## config.mk

```make
export PLATFORM = sky130hd
export DESIGN_NAME = sgmii_comma_align
export DESIGN_NICKNAME = d
export VERILOG_FILES = /design/src/rtl/sgmii_comma_align.sv
export SDC_FILE = /design/constraint.sdc
export NUM_CORES = 1
export LEC_CHECK = 0
export ABC_AREA = 1
export CELL_PAD_IN_SITES_DETAIL_PLACEMENT = 2
export CELL_PAD_IN_SITES_GLOBAL_PLACEMENT = 2
export CORE_UTILIZATION = 36
export DETAILED_ROUTE_END_ITERATION = 10
export GPL_ROUTABILITY_DRIVEN = 0
export MAX_ROUTING_LAYER = met4
export PLACE_DENSITY_LB_ADDON = 0.08
export SETUP_SLACK_MARGIN = 0.4
export SLEW_MARGIN = 15
export SYNTH_ARGS = -nofsm -noshare
export SYNTH_HDL_FRONTEND = slang
export SYNTH_SLANG_ARGS = --single-unit
export TNS_END_PERCENT = 100
```

## constraint.sdc

```tcl
create_clock -name ser_sgmii_clk -period 2.64 [get_ports ser_sgmii_clk]
set_input_delay 0.528 -clock ser_sgmii_clk [delete_from_list [all_inputs] [get_ports ser_sgmii_clk]]
set_output_delay 0.528 -clock ser_sgmii_clk [all_outputs]
set_load 0.1 [all_outputs]
```

## src/rtl/sgmii_comma_align.sv

```systemverilog
// SGMII receive comma aligner: locates the K28.5 symbol boundary in the serial
// bit stream, emits aligned 10b symbols and tracks LOS/ACQ/SYNC lock state.
module sgmii_comma_align #(
    parameter logic [9:0]  COMMA_N     = 10'b0011111010,
    parameter logic [9:0]  COMMA_P     = 10'b1100000101,
    parameter int unsigned SYNC_COMMAS = 3,
    parameter int unsigned LOSS_COMMAS = 2
) (
    input  logic       ser_sgmii_clk,
    input  logic       reset,
    input  logic       sgmii_rx_p,
    output logic [9:0] sym10b,
    output logic       sym_valid,
    output logic       sym_comma,
    output logic       sync_ok,
    output logic       realign,
    output logic [7:0] slip_count
);

    typedef enum logic [1:0] {
        ST_LOS,
        ST_ACQ,
        ST_SYNC
    } state_t;

    localparam logic [3:0] SYNC_N = 4'(SYNC_COMMAS);
    localparam logic [3:0] LOSS_N = 4'(LOSS_COMMAS);

    logic [9:0] r_sr;
    logic [3:0] r_bit_cnt;
    state_t     r_state;
    logic [3:0] r_good_cnt;
    logic [3:0] r_bad_cnt;

    logic       w_comma_hit;
    logic       w_bnd;
    logic       w_realign;
    logic       w_emit;
    logic [3:0] w_good_inc;
    logic [3:0] w_bad_inc;

    assign w_comma_hit = (r_sr == COMMA_N) || (r_sr == COMMA_P);
    assign w_bnd       = (r_bit_cnt == 4'd9);
    // A comma re-anchors the boundary when unlocked, or when it lands off-boundary during acquisition.
    assign w_realign   = w_comma_hit &&
                         ((r_state == ST_LOS) || ((r_state == ST_ACQ) && !w_bnd));
    assign w_emit      = w_realign || ((r_state != ST_LOS) && w_bnd);
    assign w_good_inc  = r_good_cnt + 4'd1;
    assign w_bad_inc   = r_bad_cnt + 4'd1;

    // NOTE: every register, including the symbol output, is cleared by the async reset so no stale symbol survives a reset.
    always_ff @(posedge ser_sgmii_clk or negedge reset) begin
        if (!reset) begin
            r_sr       <= '0;
            r_bit_cnt  <= '0;
            r_state    <= ST_LOS;
            r_good_cnt <= '0;
            r_bad_cnt  <= '0;
            sym10b     <= '0;
            sym_valid  <= 1'b0;
            sym_comma  <= 1'b0;
            sync_ok    <= 1'b0;
            realign    <= 1'b0;
            slip_count <= '0;
        end else begin
            // NOTE: non-blocking assignments so every decision below sees the pre-edge shift register.
            r_sr      <= {r_sr[8:0], sgmii_rx_p};
            sym_valid <= w_emit;
            realign   <= w_realign;

            if (w_emit) begin
                sym10b    <= r_sr;
                sym_comma <= w_comma_hit;
            end

            if (w_realign || w_bnd) begin
                r_bit_cnt <= 4'd0;
            end else begin
                r_bit_cnt <= r_bit_cnt + 4'd1;
            end

            if (w_realign && (slip_count != 8'hFF)) begin
                slip_count <= slip_count + 8'd1;
            end

            case (r_state)
                ST_LOS: begin
                    if (w_comma_hit) begin
                        r_good_cnt <= 4'd1;
                        r_bad_cnt  <= 4'd0;
                        if (SYNC_N <= 4'd1) begin
                            r_state <= ST_SYNC;
                            sync_ok <= 1'b1;
                        end else begin
                            r_state <= ST_ACQ;
                        end
                    end
                end
                ST_ACQ: begin
                    if (w_realign) begin
                        r_good_cnt <= 4'd1;
                    end else if (w_comma_hit && w_bnd) begin
                        r_good_cnt <= w_good_inc;
                        if (w_good_inc >= SYNC_N) begin
                            r_state   <= ST_SYNC;
                            r_bad_cnt <= 4'd0;
                            sync_ok   <= 1'b1;
                        end
                    end
                end
                ST_SYNC: begin
                    // Locked: stray commas are counted, never used to move the boundary.
                    if (w_comma_hit) begin
                        if (w_bnd) begin
                            r_bad_cnt <= 4'd0;
                        end else if (w_bad_inc >= LOSS_N) begin
                            r_state    <= ST_LOS;
                            r_good_cnt <= 4'd0;
                            r_bad_cnt  <= 4'd0;
                            sync_ok    <= 1'b0;
                        end else begin
                            r_bad_cnt <= w_bad_inc;
                        end
                    end
                end
                default: begin
                    r_state <= ST_LOS;
                    sync_ok <= 1'b0;
                end
            endcase
        end
    end

endmodule

```

==> results of run 1 <==
==> placed cells by master (no fill, tap or decap), types with 2 or more instances in the layout <==
cell         n
a21oi_1      6
nor3_1       4
nand2_1     69
xnor2_1      4
clkinvlp_4   2
buf_4       24
nor2_4       2
o21ai_4      2
nor2_2       3
inv_1       43
ha_1        12
o21ai_2      3
clkbuf_8     5
nand3_1     14
o21ai_0      8
xor2_1       6
nand4_1      4
nand2_2      2
nor2_1      30
dfrtp_1     46
==> cell type report <==
class | instances | share of cell area, %
repair buffers | 26 | 7.31
clock inverters | 3 | 0.890
inverters | 44 | 6.18
clock buffers | 5 | 2.58
well taps | 75 | 3.51
flip-flops and latches | 46 | 43.1
multi-input cells | 176 | 36.4
==> power by group through the flow <==
stage,Clock (W),Sequential (W),Combinational (W)
floorplan,0,0.00154,0.000594
global placement,0,0.000979,0.00145
detailed placement,0,0.000987,0.00149
CTS,0.000477,0.000975,0.00150
global route,0.000499,0.000996,0.00163
finish,0.000449,0.000970,0.00148
==> metal layers <==
layer / vias to the layer above / track usage (%) / wire length (um)
li1: 882 / - / -
met1: 873 / 24.0 / 2640
met2: 22 / 31.2 / 2480
met3: 2 / 3.63 / 127
met4: 0 / 3.68 / 34
met5: - / - / 0
==> cell families after synthesis <==
logic type	after synthesis
fa+ha+maj	12
compound gates	20
flops	46
buf+inv	47
xor+xnor	10
simple gates	134
==> worst min-delay path by stage <==
stage                     startpoint            to  cells past startpoint
after floorplan                reset  r_bad_cnt[0]                      0
after global placement       r_sr[3]       r_sr[4]                      0
after detailed placement     r_sr[3]       r_sr[4]                      0
after CTS                      reset       r_sr[7]                      1
after global routing           reset     sym10b[6]                      1
final                          reset     sym10b[6]                      1
==> stage by stage <==
step	hold WS, ps	power, W	util [%]	std cells	area [um2]
global placement	360	0.00243	42.4	367	2570
floorplan	232	0.00213	-	269	2310
CTS	234	0.00295	44.0	375	2660
finish	220	0.00290	44.1	375	2670
detailed placement	375	0.00248	42.4	367	2570
global route	244	0.00313	44.1	375	2670
==> flip-flops by register name, summed over array words and instances, names as in the netlist <==
signal and count:
sym10b 10, r_bit_cnt 4, r_sr 10, sym_valid 1, r_state 2, sync_ok 1, sym_comma 1, r_good_cnt 4
r_bad_cnt 4, slip_count 8, realign 1
==> worst max-delay path, cell delays in order, from the launching register on <==
cell and delay (ps):
dfrtp_1 420, inv_1 110, ha_1 310, inv_2 140, o21ai_4 220, nand2_2 100, or2_0 360, nand2_1 140
o21ai_2 50
==> timing repair <==
item,4_1_cts,5_1_grt
setup endpoints to repair,0,11
resized for setup,0,1
setup buffers,0,0
==> impl_metrics.csv, run 1 <==
group,metric,value,unit
sta,max_freq,507,MHz
logic_synthesis,synth_top_family_by_area,"simple AND/OR/NAND/NOR gates",
logic_synthesis,synth.avg_cell_area,8.60,um2
clocking,cts_hold_buf,0,
routing,drtIter0Drc,43,
worst_setup_path,rr_worst_depth,8,
logic_synthesis,synth-adder-area-share,6.49,%
worst_setup_path,rrSetupSlack,670,ps
logic_synthesis,synth_edf_count,0,
logic_synthesis,async_flop_share,100,%
routing,remaining_drc_errors,0,
logic_synthesis,synthMuxAreaShare,0,%
cells_and_area,finish.net_count,314,
worst_setup_path,worstPathArrival,2150,ps
worst_setup_path,cp-end-kind,"flop",
cells_and_area,syn2layout_area_growth,15.5,%
routing,post_drt_wl_per_cell,14.1,um
pwr,p_int,0.00141,W
sta,worst_pin_slew,582,ps
status,status,"finished, final reports clean",
sta,setup_viol,0,
pwr,peakVddDrop,0.000647,V
clocking,h-tree-depth,2,
worst_setup_path,path_class,"reg2reg",
pwr,combPwrFrac,51.0,%
placed_design,pre_cts_ws,506,ps
placed_design,numPortBuffers,24,
sta,hold_viol_final,0,
logic_synthesis,yosysMostFrequentCell,"nand2_1",
sta,slew_viol_final,0,
sta,worst_slack,668,ps
routing,vias_per_cell,4.74,
logic_synthesis,netlist_top_cells_area,"dfrtp_1 50%, nand2_1 11%, inv_1 7.0%, ha_1 6.5%, nor2_1 4.9%",
logic_synthesis,synth-compound-area-share,5.57,%
worst_setup_path,critPathLaunch,"r_state[1]",
worst_setup_path,cp-start-kind,"flop",
worst_setup_path,rr_endpoint,"slip_count[7]",
clocking,cts.clk_slew.worst_paths,100,ps
sta,fin_tns_setup,0,ps
clocking,cts_tree,"yes",
pwr,power_leakage,1.39,nW
logic_synthesis,synthTopCellsByCount,"69 x nand2_1, 46 x dfrtp_1, 43 x inv_1",
pwr,power_frac_clock,15.5,%
logic_synthesis,syn_area,0.00231,mm2
worst_setup_path,reg2reg_from,"r_state[1]",
worst_setup_path,crit_end,"slip_count[7]",
floorplanning,initial_core_util,38.2,%
logic_synthesis,yosys.area.top_type,"dfrtp_1",
pwr,powerDensity,1080,mW/mm2
clocking,cts_buffers,5,
clocking,clk_path_buf_depth,2,
floorplanning,coreArea,0.00606,mm2
routing,ant_nets,0,
cells_and_area,drive_above_1_share,16.0,%
sta,slew_headroom,61.2,%
clocking,clock_sink_count,46,
grt,antenna_found_initial,0,
logic_synthesis,ys_warn_count,0,
routing,drtPass1Iterations,4,
routing,num_vias,1779,
grt,grt_usage,18.8,%
logic_synthesis,synthSimpleGateAreaFrac,25.9,%
logic_synthesis,synth_seq_cells,46,
grt,overflow,0,
worst_setup_path,cp_max_fo,7,
pwr,p_seq_share,33.5,%
logic_synthesis,synth_xor_area_share,3.79,%
clocking,cts_root_buf,"clkbuf_8",
floorplanning,die_y,82.1,um
pwr,switching_power,0.00149,W
floorplanning,num_io_pins,25,
grt,grt_first_pass_wirelength,9320,um
logic_synthesis,synth_top_area_share,49.8,%
sta,finalClockSkew,6.95,ps
grt,grt_max_degree,27,
logic_synthesis,yosys.cell_types.count,27,
sta,rsz0062_at_grt,"no",
sta,post-route-min-period,1970,ps
routing,finalWirelength,5280,um
sta,period_share,74.7,%
logic_synthesis,syn-instance-count,269,
cells_and_area,nFillCells,704,
cells_and_area,seq_area,0.00115,mm2
placed_design,post-dp-hpwl,4150,um
floorplanning,rows,28,
floorplanning,die_area,0.00675,mm2
pwr,p_sw_share,51.5,%
cells_and_area,multi_input_area,973,um2
logic_synthesis,synth_ff_type,"dfrtp_1",
cells_and_area,diodes,0,
clocking,clock_latency,300,ps
logic_synthesis,ys_seq_area_share,49.8,%
flow_run,cap_violations,0,
floorplanning,die_x,82.1,um
min_path,hold_path_class,"in2async",
worst_setup_path,cp.required,2820,ps
grt,grt_pass1_vias,1958,
logic_synthesis,syn_nets,284,
Note: power is estimated with default switching activity, not from simulation.
==> run 2: changes to the inputs <==
--- a/config.mk
+++ b/config.mk
@@ -8,7 +8,7 @@
 export ABC_AREA = 1
 export CELL_PAD_IN_SITES_DETAIL_PLACEMENT = 2
 export CELL_PAD_IN_SITES_GLOBAL_PLACEMENT = 2
-export CORE_UTILIZATION = 36
+export CORE_UTILIZATION = 31
 export DETAILED_ROUTE_END_ITERATION = 10
 export GPL_ROUTABILITY_DRIVEN = 0
 export MAX_ROUTING_LAYER = met4
==> constraint.sdc (replaced) <==
create_clock -name ser_sgmii_clk -period 1.8 [get_ports ser_sgmii_clk]
set_input_delay 0.36 -clock ser_sgmii_clk [delete_from_list [all_inputs] [get_ports ser_sgmii_clk]]
set_output_delay 0.36 -clock ser_sgmii_clk [all_outputs]
set_load 0.1 [all_outputs]
==> impl_metrics.csv, run 2 (same netlist as run 1, synthesis figures left out) <==
group,metric,value,unit
status,status,"complete, but fails checks",
status,violations,"hold timing, setup timing",
cells_and_area,seq_area,0.00118,mm2
sta,slew_viol_final,0,
clocking,cts_hold_buf,0,
clocking,cts.clk_slew.worst_paths,100,ps
sta,finalClockSkew,17.9,ps
min_path,hold_path_class,"in2async",
sta,setup_viol,1,
cells_and_area,diodes,0,
flow_run,cap_violations,0,
floorplanning,coreArea,0.00721,mm2
cells_and_area,multi_input_area,0.00137,mm2
routing,post_drt_wl_per_cell,20.7,um
clocking,cts_root_buf,"clkbuf_8",
worst_setup_path,cp-end-kind,"flop",
routing,vias_per_cell,4.76,
placed_design,numPortBuffers,24,
grt,grt_max_degree,47,
floorplanning,initial_core_util,32.0,%
worst_setup_path,cp-start-kind,"flop",
worst_setup_path,path_class,"reg2reg",
worst_setup_path,cp_slowest_stage_delay,410,ps
cells_and_area,syn2layout_area_growth,64.8,%
pwr,peakVddDrop,0.00115,V
routing,ant_nets,0,
floorplanning,num_io_pins,25,
sta,rsz0062_at_grt,"yes",
placed_design,post-dp-hpwl,4280,um
sta,hold_slack,-6.22,ps
routing,drtIter0Drc,43,
cells_and_area,drive_above_1_share,52.5,%
floorplanning,die_y,88.4,um
pwr,powerDensity,1580,mW/mm2
cells_and_area,final_common_cell,"nand2_1",
worst_setup_path,rrSetupSlack,-3,ps
cells_and_area,reg_top3,"r_sr x10, sym10b x10, slip_count x8",
floorplanning,die_x,88.4,um
routing,num_vias,2105,
cells_and_area,nFillCells,757,
floorplanning,rows,31,
grt,grt_first_pass_wirelength,11900,um
worst_setup_path,worstPathArrival,2040,ps
sta,period_share,100,%
sta,worst_slack,-2.74,ps
grt,grt_usage,21.3,%
sta,fin_tns_setup,-2.74,ps
pwr,power_leakage,1.75,nW
worst_setup_path,cp_slowest_cell,"dfrtp_1",
clocking,cts_buffers,5,
worst_setup_path,path_cells,"inv_1 > nand2_2 > nor2_1 > nand3b_1 > nand2_2 > nand2_4 > buf_12 > o21ai_4 > buf_6 > nand2_4 > o21ai_2",
routing,finalWirelength,9130,um
worst_setup_path,cp_max_fo,3,
sta,slew_headroom,71.0,%
grt,grt_pass1_vias,2176,
clocking,h-tree-depth,2,
floorplanning,die_area,0.00781,mm2
cells_and_area,layout_common_cells,"40 x nand2_1, 35 x dfrtp_1, 33 x inv_1",
routing,drtPass1Iterations,4,
routing,remaining_drc_errors,0,
placed_design,pre_cts_ws,-39.4,ps
grt,overflow,0,
sta,worst_pin_slew,431,ps
clocking,clk_path_buf_depth,2,
sta,post-route-min-period,1800,ps
clocking,clock_sink_count,46,
clocking,clock_latency,320,ps
clocking,cts_tree,"yes",
worst_setup_path,cp.required,2030,ps
cells_and_area,finish.net_count,357,
sta,max_freq,555,MHz
sta,hold_viol_final,1,
grt,antenna_found_initial,0,
run 2: report_power, final:
part,switching [W],internal (W)
sequential,0.000299,0.00126
clock,0.000388,0.000415
combinational,0.00227,0.00139
run 2: timing repair:
item                       CTS  global route
resized for setup           52            54
buffers inserted            26            13
gates cloned                 1             0
pin swaps                   21            32
setup endpoints to repair   37            37
run 2: worst max-delay path, delay by kind of cell (launching register included):
kind                   cells  cell delay, ps
AND/OR/NAND/NOR            6             690
buffers and inverters      3             470
flip-flops                 1             410
AO/OA/AOI/OAI              2             150
run 2: final cells by class:
class	count	share of cell area (%)
multi-input combinational	177	36.0
timing repair buffer	68	22.3
inverter	44	4.60
sequential	46	31.0
tap	99	3.25
clock buffer	6	1.90
clock inverter	2	0.985
run 2: per-layer routing:
metal,routed length (um),part of all wire [%],vias up,track usage [%]
met3,230,2.5,20,2.99
met2,4920,54,42,37.7
met1,3710,41,1065,25.4
met4,273,3.0,0,5.72
met5,0,0,-,-
li1,-,-,978,-
run 2: final timing paths:
check,from,endpoint,cells after the start
setup / recovery,r_sr[1],sym_comma,11
hold / removal,reset,slip_count[2],2
setup reg to reg,r_sr[1],sym_comma,11
hold reg to reg,r_sr[3],r_sr[4],0
max in group asynchronous,reset,slip_count[1],2
min in group ser_sgmii_clk,r_sr[3],r_sr[4],0
run 2: stage by stage:
stage	total power, W	cells	cell area [um2]	utilization, %
floorplan	0.00324	269	2410	-
global placement	0.00408	394	3010	41.7
detailed placement	0.00414	394	3010	41.7
CTS	0.00544	429	3530	48.9
global route	0.00631	442	3810	52.8
finish	0.00602	442	3810	52.8
